--- src/rtl/audio_sample_scheduler.sv ---
// Audio sample-rate tick generator and per-frame voice issuer.
//
// A programmable fractional-period counter produces a one-cycle sample_tick. Each tick
// starts a frame that hands voice indices 0..NUM_VOICES-1 to the voice engine over a
// valid/ready handshake. A tick that lands while a frame is still running is dropped
// and recorded in the sticky overrun flag.
//
// Ports:
//   clk, rst_n          system clock, asynchronous active-low reset
//   enable              1 = period counter runs, 0 = counter and accumulator hold
//   period_int/frac     new period (integer cycles + fraction of 2^-FRAC_WIDTH)
//   period_load         strobe capturing period_int/frac into the shadow registers
//   sample_cycle_count  position within the current sample period
//   sample_tick         one-cycle pulse, coincides with sample_cycle_count == 0
//   voice_idx/valid     voice being issued; voice_ready accepts it
//   frame_done          one-cycle pulse after the last voice transfers
//   overrun/overrun_clr sticky late-frame flag and its clear (set wins over clear)
module audio_sample_scheduler #(
    parameter int unsigned CNT_WIDTH      = 12,
    parameter int unsigned FRAC_WIDTH     = 8,
    parameter int unsigned NUM_VOICES     = 16,
    parameter int unsigned DEFAULT_PERIOD = 2272
) (
    input  logic                  clk,
    input  logic                  rst_n,
    input  logic                  enable,
    input  logic [CNT_WIDTH-1:0]  period_int,
    input  logic [FRAC_WIDTH-1:0] period_frac,
    input  logic                  period_load,
    output logic [CNT_WIDTH-1:0]  sample_cycle_count,
    output logic                  sample_tick,
    output logic [((NUM_VOICES > 1) ? $clog2(NUM_VOICES) : 1)-1:0] voice_idx,
    output logic                  voice_valid,
    input  logic                  voice_ready,
    output logic                  frame_done,
    output logic                  overrun,
    input  logic                  overrun_clr
);

    localparam int unsigned IdxW = (NUM_VOICES > 1) ? $clog2(NUM_VOICES) : 1;
    localparam logic [IdxW-1:0]      LastIdx   = IdxW'(NUM_VOICES - 1);
    localparam logic [CNT_WIDTH-1:0] DefPeriod = CNT_WIDTH'(DEFAULT_PERIOD);
    localparam logic [CNT_WIDTH-1:0] MinPeriod = CNT_WIDTH'(2);

    typedef enum logic [1:0] {StIdle, StIssue, StDone} state_e;

    // Period counter state
    logic [CNT_WIDTH-1:0]  count_q, count_d;
    logic [FRAC_WIDTH-1:0] frac_acc_q, frac_acc_d;
    logic                  carry_q, carry_d;
    logic [CNT_WIDTH-1:0]  act_int_q, act_int_d, sh_int_q, sh_int_d;
    logic [FRAC_WIDTH-1:0] act_frac_q, act_frac_d, sh_frac_q, sh_frac_d;
    logic                  tick_q, tick_d;

    // Voice FSM state
    state_e          state_q, state_d;
    logic            valid_q, valid_d;
    logic [IdxW-1:0] idx_q, idx_d;
    logic            overrun_q, overrun_d;

    logic [CNT_WIDTH:0]  len, len_m1;
    logic [FRAC_WIDTH:0] frac_sum;
    logic                wrap;
    logic                xfer;

    // The carry from the previous wrap stretches this period by one cycle.
    assign len      = {1'b0, act_int_q} + {{CNT_WIDTH{1'b0}}, carry_q};
    assign len_m1   = len - (CNT_WIDTH + 1)'(1);
    assign wrap     = enable && ({1'b0, count_q} == len_m1);
    // The fraction accumulated at a wrap is the one about to become active.
    assign frac_sum = {1'b0, frac_acc_q} + {1'b0, sh_frac_q};
    assign xfer     = valid_q && voice_ready;

    always_comb begin
        count_d    = count_q;
        frac_acc_d = frac_acc_q;
        carry_d    = carry_q;
        act_int_d  = act_int_q;
        act_frac_d = act_frac_q;
        sh_int_d   = sh_int_q;
        sh_frac_d  = sh_frac_q;
        tick_d     = wrap;

        if (period_load) begin
            sh_int_d  = (period_int < MinPeriod) ? MinPeriod : period_int;
            sh_frac_d = period_frac;
        end

        if (wrap) begin
            count_d    = '0;
            frac_acc_d = frac_sum[FRAC_WIDTH-1:0];
            carry_d    = frac_sum[FRAC_WIDTH];
            act_int_d  = sh_int_q;
            act_frac_d = sh_frac_q;
        end else if (enable) begin
            count_d = count_q + CNT_WIDTH'(1);
        end
    end

    always_ff @(posedge clk or negedge rst_n) begin
        if (!rst_n) begin
            count_q    <= '0;
            frac_acc_q <= '0;
            carry_q    <= 1'b0;
            act_int_q  <= DefPeriod;
            act_frac_q <= '0;
            sh_int_q   <= DefPeriod;
            sh_frac_q  <= '0;
            tick_q     <= 1'b0;
        end else begin
            count_q    <= count_d;
            frac_acc_q <= frac_acc_d;
            carry_q    <= carry_d;
            act_int_q  <= act_int_d;
            act_frac_q <= act_frac_d;
            sh_int_q   <= sh_int_d;
            sh_frac_q  <= sh_frac_d;
            tick_q     <= tick_d;
        end
    end

    // FSM state register
    always_ff @(posedge clk or negedge rst_n) begin
        if (!rst_n) begin
            state_q   <= StIdle;
            valid_q   <= 1'b0;
            idx_q     <= '0;
            overrun_q <= 1'b0;
        end else begin
            state_q   <= state_d;
            valid_q   <= valid_d;
            idx_q     <= idx_d;
            overrun_q <= overrun_d;
        end
    end

    // FSM next state
    always_comb begin
        state_d = state_q;
        valid_d = valid_q;
        idx_d   = idx_q;
        unique case (state_q)
            StIdle: begin
                if (tick_q) begin
                    valid_d = 1'b1;
                    idx_d   = '0;
                    state_d = StIssue;
                end
            end
            StIssue: begin
                if (xfer) begin
                    if (idx_q == LastIdx) begin
                        valid_d = 1'b0;
                        state_d = StDone;
                    end else begin
                        idx_d = idx_q + IdxW'(1);
                    end
                end
            end
            StDone: begin
                idx_d   = '0;
                state_d = StIdle;
            end
            default: state_d = StIdle;
        endcase

        // A tick during an active frame is dropped; only the flag records it.
        if (tick_q && (state_q != StIdle)) begin
            overrun_d = 1'b1;
        end else if (overrun_clr) begin
            overrun_d = 1'b0;
        end else begin
            overrun_d = overrun_q;
        end
    end

    // FSM outputs
    always_comb begin
        frame_done         = (state_q == StDone);
        voice_valid        = valid_q;
        voice_idx          = idx_q;
        sample_tick        = tick_q;
        sample_cycle_count = count_q;
        overrun            = overrun_q;
    end

endmodule
--- config.mk ---
export PLATFORM = sky130hd
export DESIGN_NAME = audio_sample_scheduler
export DESIGN_NICKNAME = d
export VERILOG_FILES = /design/src/rtl/audio_sample_scheduler.sv
export SDC_FILE = /design/constraint.sdc
export NUM_CORES = 1
export LEC_CHECK = 0
export CAP_MARGIN = 15
export CORE_ASPECT_RATIO = 2
export CORE_MARGIN = 1
export CORE_UTILIZATION = 53
export CTS_CLUSTER_DIAMETER = 40
export DETAILED_ROUTE_END_ITERATION = 12
export MAX_ROUTING_LAYER = met4
export PLACE_DENSITY = 0.82
export SLEW_MARGIN = 20
export SYNTH_ARGS = -nofsm -noshare
export SYNTH_HDL_FRONTEND = slang
export SYNTH_SLANG_ARGS = --single-unit
--- constraint.sdc ---
create_clock -name clk -period 3 [get_ports clk]
set_input_delay 0.6 -clock clk [delete_from_list [all_inputs] [get_ports clk]]
set_output_delay 0.6 -clock clk [all_outputs]
set_load 0.05 [all_outputs]
Word level (Yosys, flattened, before mapping). Cells that the tools add are included.

Order comparisons: 1. Mux-type cells: 17. Reduce and logical (&&, ||, !) cells: 12. Add/subtract/negate cells: 5. Equal/unequal tests: 8.

Operators with widths (count): 12-bit two-way mux (3); 12-bit by 1-bit adder with 13-bit output (1); 12-bit by 13-bit == test with 1-bit output (1); 13-bit by 1-bit subtractor with 13-bit output, second input constant (1); 12-bit by 1-bit adder with 12-bit output, second input constant (1); 12-bit by 2-bit < comparator with 1-bit output, second input constant (1); 4-bit two-way mux (3); 4-bit case mux with 3 select lines (1); 8-bit by 8-bit adder with 9-bit output (1); 2-bit != test, second input constant (4); 4-bit AND reduction (2); 2-bit nonzero test (4); 2-bit two-way mux (3); 1-bit two-way mux (5); 4-bit by 1-bit adder with 4-bit output, second input constant (1); 4-bit == test, second input constant (1); 2-bit case mux with 2 select lines (1); 1-bit logical AND (3); 3-bit AND reduction (1); 3-bit nonzero test (1); 2-bit by 1-bit == test with 1-bit output, second input constant (1); 2-bit == test, second input constant (1); 2-bit zero test (1); 1-bit case mux with 2 select lines (1).

Register bits: 62. Bits of input ports: 26. Logic and storage cells: 54.

Depth between registers and ports, before layout.
Word-level depth: 5. Mapped depth: 11. Gate-level depth less buffers: 9.

Worst setup path before layout. OpenSTA, ideal clock, no wires.

Kind: reg2reg. Start: register act_int_q[2]. End: register act_int_q[1]. Required time: 2875 ps. Setup time: 125 ps. Setup slack: 459 ps. Stages on the path, launching flop included: 7. Arrival time: 2416 ps. Clock period less this slack: 2541 ps. Path through: dfrtp_1 or4_4 nor4b_4 nand4_1 a211oi_4 buf_6 mux2_4.

Cells in the longest elaborated chain, start to end: 4.

Ends and longest elaborated chain: from (decl) (line 51) `logic [CNT_WIDTH-1:0] act_int_q, act_int_d, sh_int_q, sh_int_d;`; from (signal assigned) (line 105) `act_int_q <= DefPeriod;`; from (signal assigned) (line 114) `act_int_q <= act_int_d;`; 12-bit by 1-bit adder with 13-bit output (line 67) `assign len = {1'b0, act_int_q} + {{CNT_WIDTH{1'b0}}, carry_q};`; 13-bit by 1-bit subtractor with 13-bit output (line 68) `assign len_m1 = len - (CNT_WIDTH + 1)'(1);`; 12-bit by 13-bit == test with 1-bit output (line 69) `assign wrap = enable && ({1'b0, count_q} == len_m1);`; 1-bit logical AND (line 69).

No other way between the ends. A chain may end at the register's enable or synchronous reset.

Final worst setup path.
Start: register act_int_q[2]. End: register act_int_q[10].

The elaborated chain is that of the path after synthesis.

==> out/summary.md <==
- **gate family responsible for the most delay along the worst path** simple AND/OR/NAND/NOR gates
- **Antenna Cells** 0
- **worst-case clock buffer depth** 2
- **cell count of the worst reg-to-reg path** 6
- **CTS root buffer** clkbuf_16
- **sinks on the clock net** 62
- **unrepaired setup endpoints after global routing** false
- **part of the cycle the worst path needs** 0.900
- **via count of the first global-routing pass** 2617
- **final core occ** 0.690
- **initial antenna violation count** 0
- **Final ANT Viol Nets** 0
- **vias after detailed routing** 2444
- **P per Cell Area** 916 nW/µm²
- **maximum number of pins on one net before global-route repair** 35
- **slew at the pin closest to its max-slew limit** 0.540 ns
- **worst endpoint data arrival time** 2.91 ns
- **wire length of the first global-routing pass** 11.7 mm
- **# setup viols final** 0
- **highest-count cells in the layout ignoring fill and taps** dfrtp_1 (54), clkdlybuf4s50_1 (44), nor2_1 (28), mux2_2 (22), xor2_1 (18)
- **floorplan die height** 115 µm
- **DP HPWL** 5.07 mm
- **Max Fclk** 371 MHz
- **result of the run** complete, no violations
- **post-route setup TNS** 0 ns
- **number of distinct library cell variants in the gate-level netlist after synthesis** 50
- **worst path cell trace** or4_4 > nor4b_4 > nand4_1 > a211oi_4 > buf_4 > mux2_1
- **die width** 58.3 µm
- **clock-pin slew on the worst setup and hold paths** 0.05 ns
- **register area share after synthesis** 0.465
- **total power** 3.83 mW
- **yosys synthesis warning count** 0
- **die footprint** 6670 µm²
- **number of max-cap violations** 0
- **number of nets in the synthesized netlist** 343
- **number of nets in the layout** 394
- **clock skew after layout** 0.00615 ns
- **element type at the critical path end** flip-flop
- **average instance area after synthesis** 11.0 µm²
- **clock insertion delay at the later pin of the skew report** 0.33 ns
- **DR pass1 iterations** 4
- **Remaining DRCs** 0
- **Top-Level Pins** 46
- **CTS H-tree lvls** 3
- **worst vdd rail ir drop** 0.522 mV
- **crit path max fanout** 17
- **final number of hold-violating endpoints** 0
- **cell at the slowest stage of the critical path** or4_4
- **post-detailed-route via-to-cell ratio** 5.50
- **count of input and output buffers** 45
- **clock period minus final worst setup slack** 2.70 ns
- **clock tree from TritonCTS** yes
- **count of state elements after synthesis** 62
- **placeable core region** 6060 µm²
- **post-place instance area** 3900 µm²
- **weighted congestion at the end of routability-driven global placement** 0.857
- **worst hold margin** 0.272 ns
- **most frequent standard cell in the layout excluding fill and tap cells** dfrtp_1
- **Congestion Overflow GR** 0
- **Num CTS Buffers** 9
- **total detailed-routing wirelength** 6.84 mm
- **initial core utilization** 0.554
- **Cell Area, Synth** 3360 µm²
- **tightest slew margin relative to the limit** 0.635
- **Primary FF master, synth** dfrtp_1
- **area growth from synthesis to final layout** 24.6%
- **leakage power of the design** 1.81 nW
- **Max Transition Viols Final** 0
- **count of standard-cell rows** 40
- **critical path depth** 6
- **Mapped Cells** 304
- **count of buffering cells on the critical path with inverters included** 1
- **type of element launching the critical path** flip-flop
- **Hold Path Class** in2async
- **Largest stage delay, worst path** 0.59 ns
- **number of flops mapped to enable cells by yosys** 0
- **proportion of layout cells with a drive suffix above 1** 0.186
- **mean routed wirelength per cell** 15.4 µm
- **final std cell area, no fill** 4180 µm²
- **required arrival time at the worst endpoint** 3.21 ns
- **fraction of registers with async set or reset after synthesis** 1.00
- **First DRT Iteration DRCs** 93
- **GRT Util Overall** 0.244
- **Setup CP Type** reg2reg
[logic make-up after synthesis]
| logic type | after synthesis | share of synthesized area |
|---|---|---|
| mux | 39 | 0.141 |
| simple gates | 100 | 0.160 |
| compound gates | 38 | 0.0764 |
| fa+ha+maj | 13 | 0.0507 |
| xor+xnor | 28 | 0.0731 |
| flops | 62 | 0.465 |
| buf+inv | 24 | 0.0336 |
[per-stage QoR]
step	worst slack [ns]	instances
after floorplan	0.459	304
after global placement	0.383	428
after detailed placement	0.254	428
after CTS	0.242	444
after global routing	0.131	444
final	0.301	444
[repair_timing]
action                                  CTS  global route
resized for setup                         0             1
hold buffers                              0             0
buffers inserted                          0             0
endpoints found under the setup margin    0             2
[sequential cells by signal, indices dropped and copies added (netlist names)]
signal              flops
act_int_q              12
sample_cycle_count     12
sh_int_q               12
frac_acc_q              8
sh_frac_q               8
voice_idx               4
state_q                 2
carry_q                 1
overrun                 1
sample_tick             1
voice_valid             1
[final cells by class]
class	instances	area, µm²
fillers	467	1870
multi-input cells	218	1690
flip-flops and latches	62	1560
repair buffers	52	510
clock buffers	15	268
well taps	84	105
inverters	12	45.0
clock inverters	1	5.00
[power breakdown]
| part | internal (mW) | switching [mW] | leakage (nW) |
|---|---|---|---|
| Clock | 0.602 | 0.337 | 0.134 |
| Combinational | 0.719 | 0.818 | 0.927 |
| Sequential | 1.09 | 0.269 | 0.753 |
[synthesized netlist by cell type (all sizes together) (2+ instances only)]
| cell | instances | area share |
|---|---|---|
| inv | 12 | 0.013 |
| o211ai | 2 | 0.0045 |
| o21a | 3 | 0.0067 |
| nand4 | 7 | 0.013 |
| dfstp | 8 | 0.063 |
| a211oi | 3 | 0.010 |
| buf | 6 | 0.013 |
| a21oi | 7 | 0.010 |
| nor2 | 28 | 0.031 |
| a31oi | 3 | 0.0056 |
| dfrtp | 54 | 0.40 |
| nand2b | 4 | 0.0075 |
| mux2i | 4 | 0.012 |
| clkbuf | 6 | 0.0067 |
| nor3b | 4 | 0.0089 |
| ha | 12 | 0.045 |
| nor3 | 9 | 0.015 |
| nand3b | 2 | 0.0045 |
| xor2 | 18 | 0.047 |
| mux2 | 35 | 0.13 |
| nor4 | 6 | 0.011 |
| o21ai | 11 | 0.016 |
| nand2 | 15 | 0.017 |
| and3b | 2 | 0.0056 |
| and3 | 3 | 0.0056 |
| nand3 | 9 | 0.013 |
| nor2b | 5 | 0.0093 |
| xnor2 | 10 | 0.026 |
[layer usage]
| layer | share of wire | track usage | vias to the layer above |
|---|---|---|---|
| met4 | 0.032 | 0.141 | 0 |
| met1 | 0.36 | 0.228 | 1204 |
| met5 | 0 | - | - |
| met2 | 0.58 | 0.437 | 53 |
| met3 | 0.025 | 0.0588 | 15 |
| li1 | - | - | 1172 |
[worst paths after layout]
check                           slack, ns    startpoint                    end
worst max-delay path                 0.30  act_int_q[2]          act_int_q[10]
worst min-delay path                 0.27         rst_n  sample_cycle_count[4]
worst max register to register       0.30  act_int_q[2]          act_int_q[10]
worst min register to register       0.50   sh_int_q[9]           act_int_q[9]
max in group asynchronous            2.36         rst_n           act_int_q[7]
min in group clk                     0.50   sh_int_q[9]           act_int_q[9]
(Power assumes the default switching activity.)
